===== src/rtl/mem_access_unit_if.sv =====
// MEM-stage request, data-memory and load-result bundle for mem_access_unit.
// The slave modport is the unit itself; master is the pipeline/memory side.
interface mem_access_unit_if #(
  parameter int ADDR_W = 32
) ();
  logic              req_valid;
  logic              req_load;
  logic              req_store;
  logic [2:0]        req_funct3;
  logic [ADDR_W-1:0] req_addr;
  logic [31:0]       req_wdata;
  logic [4:0]        req_rd;

  logic              stall;
  logic [ADDR_W-1:0] dm_addr;
  logic              dm_memwrite;
  logic              dm_memread;
  logic              dm_half;
  logic              dm_byte;
  logic [31:0]       dm_wdata;
  logic [31:0]       dm_rdata;

  logic              ld_valid;
  logic [4:0]        ld_rd;
  logic [31:0]       ld_data;
  logic              misalign;
  logic [ADDR_W-1:0] misalign_addr;

  modport slave (
    input  req_valid, req_load, req_store, req_funct3, req_addr, req_wdata, req_rd,
    input  dm_rdata,
    output stall, dm_addr, dm_memwrite, dm_memread, dm_half, dm_byte, dm_wdata,
    output ld_valid, ld_rd, ld_data, misalign, misalign_addr
  );

  modport master (
    output req_valid, req_load, req_store, req_funct3, req_addr, req_wdata, req_rd,
    output dm_rdata,
    input  stall, dm_addr, dm_memwrite, dm_memread, dm_half, dm_byte, dm_wdata,
    input  ld_valid, ld_rd, ld_data, misalign, misalign_addr
  );
endinterface


===== src/rtl/mem_access_unit.sv =====
// Load/store front-end for the MEM stage: size decode, one-cycle load stall, load extension.
// Define MEM_ACCESS_MISALIGN_TRAP_EN to trap misaligned half/word accesses.
module mem_access_unit #(
  parameter int ADDR_W = 32
) (
  input logic              clk,
  input logic              rst,
  mem_access_unit_if.slave bus
);

  typedef enum logic {
    IDLE    = 1'b0,
    LD_WAIT = 1'b1
  } state_t;

  state_t      r_state;
  state_t      w_state_nxt;
  logic [2:0]  r_funct3;
  logic [4:0]  r_rd;
  logic        r_ld_valid;
  logic [4:0]  r_ld_rd;
  logic [31:0] r_ld_data;

  logic        w_is_ld;
  logic        w_is_st;
  logic        w_ld_legal;
  logic        w_st_legal;
  logic        w_acc;
  logic        w_mis;
  logic        w_go;
  logic        w_fault;
  logic        w_memread;
  logic        w_memwrite;
  logic        w_stall;
  logic [31:0] w_ext;

  // A request with both load and store set is treated purely as a load.
  assign w_is_ld    = bus.req_valid & bus.req_load;
  assign w_is_st    = bus.req_valid & bus.req_store & ~bus.req_load;
  assign w_ld_legal = (bus.req_funct3 inside {3'b000, 3'b001, 3'b010, 3'b100, 3'b101});
  assign w_st_legal = (bus.req_funct3 inside {3'b000, 3'b001, 3'b010});
  assign w_acc      = (w_is_ld & w_ld_legal) | (w_is_st & w_st_legal);

`ifdef MEM_ACCESS_MISALIGN_TRAP_EN
  assign w_mis = ((bus.req_funct3[1:0] == 2'b01) & bus.req_addr[0]) |
                 ((bus.req_funct3[1:0] == 2'b10) & (bus.req_addr[1:0] != 2'b00));
`else
  assign w_mis = 1'b0;
`endif

  assign w_go    = (r_state == IDLE) & w_acc & ~w_mis;
  assign w_fault = (r_state == IDLE) & w_acc & w_mis;

  always_comb begin
    w_state_nxt = r_state;
    w_memread   = 1'b0;
    w_memwrite  = 1'b0;
    w_stall     = 1'b0;
    case (r_state)
      IDLE: begin
        if (w_go && w_is_ld) begin
          w_memread   = 1'b1;
          w_stall     = 1'b1;
          w_state_nxt = LD_WAIT;
        end else if (w_go && w_is_st) begin
          w_memwrite = 1'b1;
        end
      end
      LD_WAIT: w_state_nxt = IDLE;
      default: w_state_nxt = IDLE;
    endcase
  end

  always_comb begin
    w_ext = bus.dm_rdata;
    case (r_funct3)
      3'b000:  w_ext = {{24{bus.dm_rdata[7]}}, bus.dm_rdata[7:0]};
      3'b001:  w_ext = {{16{bus.dm_rdata[15]}}, bus.dm_rdata[15:0]};
      3'b100:  w_ext = {24'h0, bus.dm_rdata[7:0]};
      3'b101:  w_ext = {16'h0, bus.dm_rdata[15:0]};
      default: w_ext = bus.dm_rdata;
    endcase
  end

  always_ff @(posedge clk or negedge rst) begin
    if (!rst) begin
      r_state    <= IDLE;
      r_funct3   <= '0;
      r_rd       <= '0;
      r_ld_valid <= 1'b0;
      r_ld_rd    <= '0;
      r_ld_data  <= '0;
    end else begin
      r_state    <= w_state_nxt;
      r_ld_valid <= (r_state == LD_WAIT);
      if (w_memread) begin
        r_funct3 <= bus.req_funct3;
        r_rd     <= bus.req_rd;
      end
      if (r_state == LD_WAIT) begin
        r_ld_data <= w_ext;
        r_ld_rd   <= r_rd;
      end
    end
  end

  // Strobes and stall are masked while reset is held so memory never sees a stray access.
  assign bus.stall       = w_stall & rst;
  assign bus.dm_memread  = w_memread & rst;
  assign bus.dm_memwrite = w_memwrite & rst;
  assign bus.dm_half     = (w_memread | w_memwrite) & rst & (bus.req_funct3[1:0] == 2'b01);
  assign bus.dm_byte     = (w_memread | w_memwrite) & rst & (bus.req_funct3[1:0] == 2'b00);
  assign bus.dm_addr     = bus.req_addr;
  assign bus.dm_wdata    = bus.req_wdata;
  assign bus.ld_valid    = r_ld_valid;
  assign bus.ld_rd       = r_ld_rd;
  assign bus.ld_data     = r_ld_data;

`ifdef MEM_ACCESS_MISALIGN_TRAP_EN
  logic              r_misalign;
  logic [ADDR_W-1:0] r_misalign_addr;

  always_ff @(posedge clk or negedge rst) begin
    if (!rst) begin
      r_misalign      <= 1'b0;
      r_misalign_addr <= '0;
    end else begin
      r_misalign <= w_fault;
      if (w_fault) r_misalign_addr <= bus.req_addr;
    end
  end

  assign bus.misalign      = r_misalign;
  assign bus.misalign_addr = r_misalign_addr;
`else
  logic w_unused;
  assign w_unused          = w_fault;
  assign bus.misalign      = 1'b0;
  assign bus.misalign_addr = '0;
`endif

endmodule


===== src/flat_wrapper.sv =====
// flat-port wrapper written by rule: the top's interface ports become plain ports
module mem_access_unit_flat 
#(
  parameter int ADDR_W = 32
)
  (clk, rst, bus_req_valid, bus_req_load, bus_req_store, bus_req_funct3, bus_req_addr, bus_req_wdata, bus_req_rd, bus_dm_rdata, bus_stall, bus_dm_addr, bus_dm_memwrite, bus_dm_memread, bus_dm_half, bus_dm_byte, bus_dm_wdata, bus_ld_valid, bus_ld_rd, bus_ld_data, bus_misalign, bus_misalign_addr);
  mem_access_unit_if #(.ADDR_W(ADDR_W)) bus_i ();
  input logic clk;
  input logic rst;
  input wire logic [$bits(bus_i.req_valid)-1:0] bus_req_valid;
  input wire logic [$bits(bus_i.req_load)-1:0] bus_req_load;
  input wire logic [$bits(bus_i.req_store)-1:0] bus_req_store;
  input wire logic [$bits(bus_i.req_funct3)-1:0] bus_req_funct3;
  input wire logic [$bits(bus_i.req_addr)-1:0] bus_req_addr;
  input wire logic [$bits(bus_i.req_wdata)-1:0] bus_req_wdata;
  input wire logic [$bits(bus_i.req_rd)-1:0] bus_req_rd;
  input wire logic [$bits(bus_i.dm_rdata)-1:0] bus_dm_rdata;
  output wire logic [$bits(bus_i.stall)-1:0] bus_stall;
  output wire logic [$bits(bus_i.dm_addr)-1:0] bus_dm_addr;
  output wire logic [$bits(bus_i.dm_memwrite)-1:0] bus_dm_memwrite;
  output wire logic [$bits(bus_i.dm_memread)-1:0] bus_dm_memread;
  output wire logic [$bits(bus_i.dm_half)-1:0] bus_dm_half;
  output wire logic [$bits(bus_i.dm_byte)-1:0] bus_dm_byte;
  output wire logic [$bits(bus_i.dm_wdata)-1:0] bus_dm_wdata;
  output wire logic [$bits(bus_i.ld_valid)-1:0] bus_ld_valid;
  output wire logic [$bits(bus_i.ld_rd)-1:0] bus_ld_rd;
  output wire logic [$bits(bus_i.ld_data)-1:0] bus_ld_data;
  output wire logic [$bits(bus_i.misalign)-1:0] bus_misalign;
  output wire logic [$bits(bus_i.misalign_addr)-1:0] bus_misalign_addr;
  assign bus_i.req_valid = bus_req_valid;
  assign bus_i.req_load = bus_req_load;
  assign bus_i.req_store = bus_req_store;
  assign bus_i.req_funct3 = bus_req_funct3;
  assign bus_i.req_addr = bus_req_addr;
  assign bus_i.req_wdata = bus_req_wdata;
  assign bus_i.req_rd = bus_req_rd;
  assign bus_i.dm_rdata = bus_dm_rdata;
  assign bus_stall = bus_i.stall;
  assign bus_dm_addr = bus_i.dm_addr;
  assign bus_dm_memwrite = bus_i.dm_memwrite;
  assign bus_dm_memread = bus_i.dm_memread;
  assign bus_dm_half = bus_i.dm_half;
  assign bus_dm_byte = bus_i.dm_byte;
  assign bus_dm_wdata = bus_i.dm_wdata;
  assign bus_ld_valid = bus_i.ld_valid;
  assign bus_ld_rd = bus_i.ld_rd;
  assign bus_ld_data = bus_i.ld_data;
  assign bus_misalign = bus_i.misalign;
  assign bus_misalign_addr = bus_i.misalign_addr;
  mem_access_unit #(.ADDR_W(ADDR_W)) u_core (.clk(clk), .rst(rst), .bus(bus_i));
endmodule

===== config.mk =====
export PLATFORM = sky130hd
export DESIGN_NAME = mem_access_unit_flat
export DESIGN_NICKNAME = d
export VERILOG_FILES = /design/src/rtl/mem_access_unit_if.sv /design/src/rtl/mem_access_unit.sv /design/src/flat_wrapper.sv
export SDC_FILE = /design/constraint.sdc
export NUM_CORES = 1
export LEC_CHECK = 0
export ABC_AREA = 1
export CAP_MARGIN = 10
export CORE_MARGIN = 4
export CORE_UTILIZATION = 25
export CTS_CLUSTER_SIZE = 40
export DETAILED_ROUTE_END_ITERATION = 16
export PLACE_DENSITY = 0.66
export SYNTH_ARGS = -nofsm -noshare
export SYNTH_HDL_FRONTEND = slang
export SYNTH_SLANG_ARGS = --single-unit

===== constraint.sdc =====
create_clock -name clk -period 2 [get_ports clk]
set_input_delay 0.3 -clock clk [delete_from_list [all_inputs] [get_ports clk]]
set_output_delay 0.3 -clock clk [all_outputs]
set_load 0.03 [all_outputs]

Word level (Yosys, flattened, before mapping):

Cells that the tools add are included.

* eq/ne operators: 8
* muxes and demuxes: 7
* bitwise gates (word level): 15
* reduce and logical (&&, ||, !) cells: 7

Operator list (count)
* one-hot mux 32 bit (4 select lines): 1
* equality test 3 bit (second input constant): 4
* bitwise AND 1 bit: 11
* equality test 3 x 1 -> 1 bit (second input constant): 2
* logical NOT 3 bit: 2
* 2-to-1 mux 1 bit: 5
* nonzero test 5 bit: 1
* equality test 3 x 2 -> 1 bit (second input constant): 1
* nonzero test 3 bit: 1
* equality test 2 x 1 -> 1 bit (second input constant): 1
* logical AND 1 bit: 2
* logical NOT 2 bit: 1
* inverter 1 bit: 2
* OR 1 bit: 2
* one-hot mux 1 bit (2 select lines): 1

* flip-flop bits (word level): 47
* input port bits: 109
* output and inout bits: 140
* logic and storage cells: 43

Logic depth before layout (Yosys ltp):

Gate-level depths: netlist (run 1).

* word-level depth: 12
* mapped depth: 8

Worst setup path after synthesis (run 1):

OpenSTA, ideal clock, no wires.

* path kind: reg2out
* start: register u_core.r_state
* end: output port bus_stall
* arrival time: 1.575 ns
* required time: 1.700 ns
* slack: 0.125 ns
* stages on the path, launching flop included: 7
* path buffers: 3
* path through: dfrtp_1 > buf_2 > inv_2 > nand3_2 > buf_2 > nor2_1 > buf_4

* cells in the longest elaborated chain, start to end: 6

RTL lines
* from (decl): RTL line mem_access_unit.sv:16 `state_t r_state;`
* from (signal assigned): RTL line mem_access_unit.sv:94 `r_state <= w_state_nxt;`
* inverter 1 bit: RTL line mem_access_unit.sv:51 `assign w_go = (r_state == IDLE) & w_acc & ~w_mis;`
* bitwise AND 1 bit: RTL line mem_access_unit.sv:51
* logical AND 1 bit: RTL line mem_access_unit.sv:61 `if (w_go && w_is_ld) begin`
* 2-to-1 mux 1 bit
* 2-to-1 mux 1 bit (*)
* bitwise AND 1 bit (*)
* to (decl): RTL line flat_wrapper.sv:18 `output wire logic [$bits(bus_i.stall)-1:0] bus_stall;`

Every way passes the cells marked *; elsewhere a longest branch is shown, timed or not.

Final worst setup path (run 1):

* start: input port bus_req_funct3[0]
* end: output port bus_dm_half

* cells in the longest elaborated chain, start to end: 12
* elaborated cells on any way between the ends: 22

RTL lines
* from (decl): RTL line flat_wrapper.sv:13 `input wire logic [$bits(bus_i.req_funct3)-1:0] bus_req_funct3;`
* equality test 3 x 1 -> 1 bit, or another cell as far along: RTL line mem_access_unit.sv:40, mem_access_unit.sv:41
* nonzero test 5 bit / nonzero test 3 bit (equally long branches): RTL line mem_access_unit.sv:40, mem_access_unit.sv:41
* bitwise AND 1 bit: RTL line mem_access_unit.sv:42 `assign w_acc = (w_is_ld & w_ld_legal) | (w_is_st & w_st_legal);`
* OR 1 bit: RTL line mem_access_unit.sv:42
* bitwise AND 1 bit: RTL line mem_access_unit.sv:51
* logical AND 1 bit: RTL line mem_access_unit.sv:65 `end else if (w_go && w_is_st) begin`
* 2-to-1 mux 1 bit: RTL line mem_access_unit.sv:65
* 2-to-1 mux 1 bit: RTL line mem_access_unit.sv:61
* 2-to-1 mux 1 bit: RTL line mem_access_unit.sv:59 `case (r_state)`
* OR 1 bit: RTL line mem_access_unit.sv:111 `assign bus.dm_half = (w_memread | w_memwrite) & rst & (bus.req_funct3[1:0] == 2'b01);`
* bitwise AND 1 bit: RTL line mem_access_unit.sv:111
* bitwise AND 1 bit (*): RTL line mem_access_unit.sv:111
* to (decl): RTL line flat_wrapper.sv:22 `output wire logic [$bits(bus_i.dm_half)-1:0] bus_dm_half;`

Marked as above.

==> reports/results.txt, run 1 <==
met2 Resource Use GR -> 15.2%
relative slew slack -> 59.6%
Initial Util -> 26.1%
ratio of cells with drive above 1 in the final layout -> 7.20%
met3 GRT Util -> 3.97%
Core Region -> 11,100 um2
clock latency on the worst-skew pair -> 0.28 ns
remaining global-route overflow -> 0
grt met1 use -> 10.4%
DP HPWL -> 4.74 mm
Sw Pwr -> 1.33 mW
Routed Antenna Nets -> 0
initial antenna violation count -> 0
post-layout minimum cycle time -> 1.73 ns
setup repair after global routing missed its margin -> false
Post-synth EDFFs -> 0
Max Slew Vio Count -> 0
leakage -> 1.63 nW
Worst-path clk slew -> 0.07 ns
P&R area growth vs syn -> 19.0%
Synth Area per Inst -> 8.11 um2
final setup violation count -> 0
clk root buf -> clkbuf_16
peak supply drop -> 0.375 mV
Die H -> 115 um
Hold Fails Final Rpt -> 0
Max Fanout on Critical Path -> 3
TritonCTS Sinks -> 47
routability cong. -> 0.762
Final Non-Filler Cells -> 515
Final nets -> 483
number of global-route vias before repair -> 2,006
Ys Warns -> 0
maximum buffer depth of the clock tree -> 2
largest net degree at the start of global routing -> 62
Worst Path Arrival -> 1.43 ns
gr busiest metal -> met2
largest cells by area after synthesis -> dfrtp_1 (41%), buf_4 (25%), nand2_1 (12%), nor2_1 (4.3%), o21bai_1 (3.9%)
crit start category -> primary input
outcome -> finished, final reports clean
worst min path class -> primary input to async pin
Synth top cells by count -> buf_4 (98), nand2_1 (92), dfrtp_1 (47), nor2_1 (33), inv_1 (24)
full die area -> 13,300 um2
Ports -> 249
WL/cell -> 12.3 um
Via Count -> 2,057
pwr/cell area -> 1100 nW/um2
synthesized instance count -> 356
setup bufs post-CTS -> 0
CP Capture Type -> primary output
IO Port Bufs -> 87
sw frac -> 35.3%
Worst-Margin Slew -> 0.606 ns
period utilization -> 86.4%
antenna diode count -> 0
die width -> 115 um
Crit Path Class -> primary input to primary output
most frequent cell after synthesis -> buf_4
Layout Utilization -> 31.0%
Rows -> 38
hold buffers post-CTS -> 0
cell count after placement -> 507
internal power -> 2.44 mW
Comb power frac -> 36.5%
Remaining DRCs -> 0
cell area after synthesis -> 2890 um2
FF+latch count, synth -> 47
Flop pwr share -> 34.7%
H-tree depth -> 2
cts bufs inserted -> 5
Async SR Flop Fraction -> 100%
Max Freq -> 579 MHz
Via density -> 3.99
Clk pwr share -> 28.8%
Yosys top cell area share -> 40.7%
Primary FF master, synth -> dfrtp_1
TritonCTS clock tree -> yes
post_cts resized -> 0
cell taking the most area after synthesis -> dfrtp_1
CP required -> 1.70 ns
DRT Pass-1 Iters -> 4
clk_skew -> 0.00499 ns
all-layer global routing usage -> 9.14%
TNS Setup -> 0 ns
WL final -> 6.31 mm
first-pass GRT wire length -> 9.82 mm
sequential share of the synthesized area -> 40.7%
DR iter-0 viols -> 73
# Max-Cap Violations -> 0
distinct cell type count after synthesis -> 22
## power by group through the flow
| stage | clock network, mW | registers (mW) | logic (mW) |
|---|---|---|---|
| 3_5_place_dp | 0 | 1.33 | 1.40 |
| 2_1_floorplan | 0 | 1.67 | 0.760 |
| 3_3_place_gp | 0 | 1.32 | 1.38 |
| 4_1_cts | 1.13 | 1.31 | 1.40 |
| 6_report | 1.08 | 1.31 | 1.38 |
| 5_1_grt | 1.16 | 1.35 | 1.49 |
## per-layer routing
| metal | routed length, um | share of wire [%] | vias to the layer above |
|---|---|---|---|
| li1 | - | - | 990 |
| met1 | 2470 | 39 | 949 |
| met2 | 3000 | 48 | 100 |
| met3 | 684 | 11 | 18 |
| met4 | 156 | 2.5 | 0 |
| met5 | 0 | 0 | - |
## state kept, by name, indices dropped and copies added (netlist names)
register	flops
u_core.bus.ld_valid	1
u_core.r_funct3	3
u_core.r_rd	5
u_core.bus.ld_data	32
u_core.bus.ld_rd	5
u_core.r_state	1
## placed cells by master, fill, tap and decap left out, drive strengths merged
| cell type | instances |
|---|---|
| buf | 10 |
| a31oi | 7 |
| conb | 33 |
| o21bai | 16 |
| nand4 | 1 |
| o21ai | 13 |
| inv | 25 |
| clkdlybuf4s50 | 81 |
| nor2 | 34 |
| dfrtp | 47 |
| nand2 | 95 |
| clkinvlp | 1 |
| nand3 | 5 |
| clkbuf | 5 |
| bufinv | 2 |
## cell families after synthesis
kind of cell | Yosys count | synth area share (%)
AOI/OAI and AO/OA | 36 | 8.19
buffers and inverters | 137 | 31.8
DFF | 47 | 40.7
other | 1 | 0.130
and+or+nand+nor | 135 | 19.2
## path summary, 6_finish.rpt
path / startpoint / endpoint / slack, ns / cells after the start
worst max-delay path: bus_req_funct3[0] / bus_dm_half / 0.27 / 5
worst min-delay path: rst / u_core.bus.ld_data[3] / 0.15 / 2
worst max register to register: u_core.r_state / u_core.bus.ld_data[17] / 0.68 / 4
worst min register to register: u_core.bus.ld_data[1] / u_core.bus.ld_data[1] / 0.47 / 2
max in group asynchronous: rst / u_core.r_state / 1.42 / 2
min in group clk: u_core.bus.ld_data[1] / u_core.bus.ld_data[1] / 0.47 / 2
## per-stage QoR
| stage | hold slack, ns | setup WS (ns) | instance area, um2 | power, mW |
|---|---|---|---|---|
| after detailed placement | 0.467 | 0.272 | 3240 | 2.72 |
| after CTS | 0.167 | 0.228 | 3440 | 3.85 |
| final | 0.145 | 0.273 | 3440 | 3.77 |
| after floorplan | 0.00441 | 0.125 | 3010 | 2.43 |
| after global placement | 0.454 | 0.339 | 3240 | 2.70 |
| after global routing | 0.196 | 0.143 | 3440 | 4.00 |
## worst max-delay path, stage by stage
cell	delay [ns]
clkdlybuf4s50_1	0.46
o21ai_2	0.21
nand4_1	0.13
nor2_1	0.14
buf_4	0.18
## final cells by class
class                   instances  area, um2
inverters                      25       93.8
flip-flops and latches         47       1180
clock inverters                 3       67.6
clock buffers                   5        125
multi-input cells             204        915
repair buffers                 91        883
well taps                     140        175
fillers                      1187       7640
No activity file was read; power rests on OpenSTA's default activity.
==> inputs of run 2 (changes only) <==
--- a/config.mk
+++ b/config.mk
@@ -12,6 +12,7 @@
 export CTS_CLUSTER_SIZE = 40
 export DETAILED_ROUTE_END_ITERATION = 16
 export PLACE_DENSITY = 0.66
+export REMOVE_ABC_BUFFERS = 1
 export SYNTH_ARGS = -nofsm -noshare
 export SYNTH_HDL_FRONTEND = slang
 export SYNTH_SLANG_ARGS = --single-unit
==> run 2 against run 1 <==
Die area did not move. Critical path type unchanged. Routed wire length rose by 78%. Count of clock-buffer cells in the layout did not move. Setup slack got worse by 0.12 ns. Largest power group unchanged.
==> reports/results.txt, run 2 (synthesized netlist as in run 1, its figures left out) <==
WL/cell -> 21.7 um (was 12.3 um)
H-tree depth -> 2 (unchanged)
Worst-Margin Slew -> 0.582 ns (was 0.606 ns)
all-layer global routing usage -> 16.6% (was 9.14%)
# Max-Cap Violations -> 0 (unchanged)
number of flip-flops in the largest register -> 32 (unchanged)
Via density -> 4.17 (was 3.99)
footprint of the multi-input gates -> 917 um2 (was 915 um2)
hold slack -> 0.351 ns (was 0.145 ns)
crit path buf inv count -> 4 (was 2)
Routed Antenna Nets -> 0 (unchanged)
Storage cell area -> 1180 um2 (unchanged)
number of fill cells -> 1,198 (was 1,187)
Rows -> 38 (unchanged)
largest net degree at the start of global routing -> 62 (unchanged)
CP required -> 1.70 ns (about the same)
Crit Path Class -> primary input to primary output (unchanged)
Hold Fails Final Rpt -> 0 (unchanged)
peak supply drop -> 0.421 mV (was 0.375 mV)
crit start category -> primary input (unchanged)
setup repair after global routing missed its margin -> false (unchanged)
maximum buffer depth of the clock tree -> 2 (unchanged)
IO Port Bufs -> 87 (unchanged)
cts bufs inserted -> 5 (unchanged)
TritonCTS Sinks -> 47 (unchanged)
CP Capture Type -> primary output (unchanged)
DRT Pass-1 Iters -> 4 (unchanged)
first-pass GRT wire length -> 15.4 mm (was 9.82 mm)
Ports -> 249 (unchanged)
slowest CP cell -> dlygate4sd3_1 (was clkdlybuf4s50_1)
P&R area growth vs syn -> 20.8% (was 19.0%)
Via Count -> 2,163 (was 2,057)
Initial Util -> 26.1% (unchanged)
Layout Utilization -> 31.5% (was 31.0%)
clk root buf -> clkbuf_16 (unchanged)
full die area -> 13,300 um2 (unchanged)
most frequent cells in the layout -> nand2_1 (92), clkdlybuf4s50_1 (81), dfrtp_1 (46), conb_1 (33), nor2_1 (32) (was nand2_1 (92), clkdlybuf4s50_1 (81), dfrtp_1 (46), nor2_1 (33), conb_1 (33))
clock latency on the worst-skew pair -> 0.28 ns (about the same)
Max Freq -> 543 MHz (was 579 MHz)
post-layout minimum cycle time -> 1.84 ns (was 1.73 ns)
outcome -> finished, final reports clean (unchanged)
critical path's largest stage delay -> 0.51 ns (was 0.46 ns)
DP HPWL -> 9.57 mm (was 4.74 mm)
Core Region -> 11,100 um2 (unchanged)
period utilization -> 92.1% (was 86.4%)
pwr/cell area -> 1050 nW/um2 (was 1100 nW/um2)
TritonCTS clock tree -> yes (unchanged)
number of global-route vias before repair -> 2,088 (was 2,006)
Die H -> 115 um (unchanged)
antenna diode count -> 0 (unchanged)
remaining global-route overflow -> 0 (unchanged)
Max Fanout on Critical Path -> 5 (was 3)
crit path cell chain -> dlygate4sd3_1 -> buf_2 -> inv_1 -> nor2_1 -> nand3_1 -> nor2_2 -> buf_12 (was clkdlybuf4s50_1 -> o21ai_2 -> nand4_1 -> nor2_1 -> buf_4)
Max Slew Vio Count -> 0 (unchanged)
most common cell after layout, fill and taps aside -> nand2_1 (unchanged)
worst min path class -> primary input to async pin (unchanged)
CP delay by family, top -> buffers and inverters (unchanged)
Worst Path Arrival -> 1.54 ns (was 1.43 ns)
relative slew slack -> 61.2% (was 59.6%)
routability cong. -> 0.722 (was 0.762)
DR iter-0 viols -> 60 (was 73)
die width -> 115 um (unchanged)
Worst-path clk slew -> 0.07 ns (about the same)
Final nets -> 487 (was 483)
final setup violation count -> 0 (unchanged)
Remaining DRCs -> 0 (unchanged)
clk_skew -> 0.00936 ns (was 0.00499 ns)
ratio of cells with drive above 1 in the final layout -> 8.18% (was 7.20%)
initial antenna violation count -> 0 (unchanged)
leakage -> 1.65 nW (was 1.63 nW)
WL final -> 11.3 mm (was 6.31 mm)
[run 2: path summary, 6_finish.rpt]
kind                                       start                endpoint  slack, ns  depth (start not counted)
min in group clk           u_core.bus.ld_data[2]   u_core.bus.ld_data[2]       0.47                          2
max in group asynchronous                    rst          u_core.r_state       0.85                          3
setup / recovery                             rst         bus_dm_memwrite       0.16                          7
hold / removal                               rst          u_core.r_rd[3]       0.35                          2
setup reg to reg                  u_core.r_state  u_core.bus.ld_data[28]       0.68                          4
hold reg to reg            u_core.bus.ld_data[2]   u_core.bus.ld_data[2]       0.47                          2
[run 2: metal layers]
| metal | GRT usage (%) | vias to the layer above | wire [um] |
|---|---|---|---|
| met3 | 22.2 | 6 | 3360 |
| li1 | - | 1001 | - |
| met4 | 1.56 | 4 | 43 |
| met2 | 21.2 | 199 | 4220 |
| met1 | 16.4 | 953 | 3550 |
| met5 | 6.30 | - | 86 |
[run 2: worst reg2reg max path: cells and delay by family, from the launching register on]
family | cells | cell delay, ns
simple gates | 1 | 0.14
flops | 1 | 0.36
compound gates | 1 | 0.16
buf+inv | 2 | 0.53
[run 2: cell type report]
cell class | instances | share of cell area (%)
repair buffers | 95 | 27.3
clock inverters | 3 | 1.36
multi-input cells | 204 | 26.3
inverters | 25 | 2.69
clock buffers | 5 | 3.59
flip-flops and latches | 47 | 33.7
well taps | 140 | 5.02
[run 2: timing repair]
action,in CTS,in global routing
setup buffers,0,0
endpoints found under the setup margin,0,1
gates resized for setup,0,1
hold buffers,1,0
endpoints found under the hold margin,2,0
[run 2: where the power goes]
| group | leakage, nW | switching (mW) | internal [mW] |
|---|---|---|---|
| Sequential | 0.555 | 0.140 | 1.17 |
| Clock | 0.0844 | 0.370 | 0.597 |
| Combinational | 1.01 | 0.832 | 0.567 |
| Total | 1.65 | 1.34 | 2.33 |
[run 2: per-stage QoR]
step	setup slack (ns)	power (mW)	instances	area, um2	TNS, ns
2_1_floorplan	-0.637	2.10	276	2180	-2.43
5_1_grt	0.0247	3.91	519	3490	0
6_report	0.157	3.67	519	3490	0
4_1_cts	0.0896	3.73	519	3490	0
3_5_place_dp	0.174	2.74	510	3300	0
3_3_place_gp	0.165	2.71	510	3300	0
==> inputs of run 3 (changes only) <==
--- a/config.mk
+++ b/config.mk
@@ -12,6 +12,7 @@
 export CTS_CLUSTER_SIZE = 40
 export DETAILED_ROUTE_END_ITERATION = 16
 export PLACE_DENSITY = 0.66
+export RECOVER_POWER = 50
 export REMOVE_ABC_BUFFERS = 1
 export SYNTH_ARGS = -nofsm -noshare
 export SYNTH_HDL_FRONTEND = slang
==> run 3 against run 2 <==
Clock power about the same. Highest routed layer unchanged. Count of clock-buffer cells in the layout unchanged. Core utilization about the same. Maximum frequency increased by 0.17%. Die area unchanged. Largest power group unchanged. Sequential share of layout area about the same. Setup slack improved by 0.0032 ns. First-iteration DRC count unchanged. Critical path type unchanged. Design area decreased by 0.14%.
==> reports/results.txt, run 3 (synthesized netlist as in run 1, its figures left out) <==
largest net degree at the start of global routing -> 62 (unchanged)
initial antenna violation count -> 0 (unchanged)
IO Port Bufs -> 87 (unchanged)
Max Slew Vio Count -> 0 (unchanged)
TritonCTS Sinks -> 47 (unchanged)
first-pass GRT wire length -> 15.4 mm (unchanged)
DP HPWL -> 9.57 mm (unchanged)
P&R area growth vs syn -> 20.7% (was 20.8%)
final setup violation count -> 0 (unchanged)
CP required -> 1.70 ns (about the same)
ratio of cells with drive above 1 in the final layout -> 8.18% (unchanged)
WL/cell -> 21.7 um (about the same)
Via density -> 4.17 (about the same)
Initial Util -> 26.1% (unchanged)
Final nets -> 487 (unchanged)
maximum buffer depth of the clock tree -> 2 (unchanged)
Flop pwr share -> 35.6% (about the same)
Hold Fails Final Rpt -> 0 (unchanged)
Clk pwr share -> 26.3% (about the same)
antenna diode count -> 0 (unchanged)
sw frac -> 36.6% (was 36.5%)
Remaining DRCs -> 0 (unchanged)
number of flip-flops in the largest register -> 32 (unchanged)
Worst-path clk slew -> 0.07 ns (about the same)
H-tree depth -> 2 (unchanged)
Comb power frac -> 38.1% (about the same)
Power, Total -> 3.67 mW (about the same)
finished layout cell area -> 3480 um2 (was 3490 um2)
Max Fanout on Critical Path -> 5 (unchanged)
Final Non-Filler Cells -> 519 (unchanged)
Crit Path Class -> primary input to primary output (unchanged)
post-layout minimum cycle time -> 1.84 ns (about the same)
Area after DPL -> 3300 um2 (unchanged)
TritonCTS clock tree -> yes (unchanged)
DRT Pass-1 Iters -> 4 (unchanged)
# Max-Cap Violations -> 0 (unchanged)
Worst-Margin Slew -> 1.13 ns (was 0.582 ns)
Ports -> 249 (unchanged)
die width -> 115 um (unchanged)
cts bufs inserted -> 5 (unchanged)
relative slew slack -> 24.5% (was 61.2%)
final worst slack -> 0.161 ns (was 0.157 ns)
clk_skew -> 0.00936 ns (unchanged)
Routed Antenna Nets -> 0 (unchanged)
DR iter-0 viols -> 60 (unchanged)
Rows -> 38 (unchanged)
full die area -> 13,300 um2 (unchanged)
Layout Utilization -> 31.5% (about the same)
crit path cell chain -> dlygate4sd3_1 -> buf_2 -> inv_1 -> nor2_1 -> nand3_1 -> nor2_2 -> buf_12 (unchanged)
TNS Setup -> 0 ns (unchanged)
outcome -> finished, final reports clean (unchanged)
cell count after placement -> 510 (unchanged)
routability cong. -> 0.722 (unchanged)
all-layer global routing usage -> 16.6% (unchanged)
Core Region -> 11,100 um2 (unchanged)
critical path's largest stage delay -> 0.51 ns (about the same)
Max Freq -> 544 MHz (was 543 MHz)
WL final -> 11.3 mm (about the same)
clk root buf -> clkbuf_16 (unchanged)
clock latency on the worst-skew pair -> 0.28 ns (about the same)
internal power -> 2.33 mW (about the same)
worst min path class -> primary input to async pin (unchanged)
Die H -> 115 um (unchanged)
period utilization -> 92.0% (was 92.1%)
Worst Path Arrival -> 1.54 ns (about the same)
CP Capture Type -> primary output (unchanged)
hold slack -> 0.350 ns (was 0.351 ns)
peak supply drop -> 0.421 mV (about the same)
crit start category -> primary input (unchanged)
pwr/cell area -> 1050 nW/um2 (about the same)
most common cell after layout, fill and taps aside -> nand2_1 (unchanged)
Sw Pwr -> 1.34 mW (about the same)
number of global-route vias before repair -> 2,088 (unchanged)
Via Count -> 2,164 (was 2,163)
setup repair after global routing missed its margin -> false (unchanged)
leakage -> 1.65 nW (about the same)
setup bufs post-CTS -> 0 (unchanged)
slowest CP cell -> dlygate4sd3_1 (unchanged)
remaining global-route overflow -> 0 (unchanged)
pre-CTS setup slack -> 0.174 ns (unchanged)
most frequent cells in the layout -> nand2_1 (92), clkdlybuf4s50_1 (81), dfrtp_1 (46), conb_1 (33), nor2_1 (32) (unchanged)
## run 3: cell count changes in the layout (fill, tap and decap cells not counted)
cell and delta:
clkbuf_2 +1, buf_4 -2, buf_2 +1
## run 3: worst max-delay path, delay by kind of cell
| family | cells | cell delay, ns |
|---|---|---|
| buffers and inverters | 4 | 0.89 |
| and+or+nand+nor | 3 | 0.35 |
## run 3: layout make-up
cell class / instances / area [um2]
Clock buffer: 5 / 125
Clock inverter: 3 / 47.5
Sequential cell: 47 / 1180
Tap cell: 140 / 175
Fill cell: 1200 / 7590
Timing Repair Buffer: 95 / 948
Inverter: 25 / 93.8
Multi-Input combinational cell: 204 / 917
## run 3: path summary, 6_finish.rpt
kind / from / endpoint / slack (ns) / cells after the start
worst min register to register: u_core.bus.ld_data[2] / u_core.bus.ld_data[2] / 0.47 / 2
worst max-delay path: rst / bus_dm_memwrite / 0.16 / 7
worst min-delay path: rst / u_core.r_rd[3] / 0.35 / 2
max in group asynchronous: rst / u_core.r_state / 0.40 / 3
min in group clk: u_core.bus.ld_data[2] / u_core.bus.ld_data[2] / 0.47 / 2
worst max register to register: u_core.r_state / u_core.bus.ld_data[29] / 0.29 / 4
## run 3: timing repair
action,4_1_cts,5_1_grt
gates resized for setup,0,1
hold endpoints to repair,2,0
hold buffers,1,0
setup endpoints to repair,0,1
## run 3: power by group through the flow
stage          sequential, mW  combinational, mW  clock [mW]
3_3_place_gp             1.32               1.40           0
6_report                 1.31               1.40       0.967
4_1_cts                  1.31               1.42        1.00
2_1_floorplan            1.71              0.396           0
5_1_grt                  1.34               1.52        1.05
3_5_place_dp             1.32               1.41           0
## run 3: metal layers
layer	GRT usage (%)	wire, um	vias to the layer above
met5	6.30	86	-
met4	1.56	43	4
met3	22.2	3360	6
met2	21.2	4220	199
met1	16.4	3550	953
li1	-	-	1002
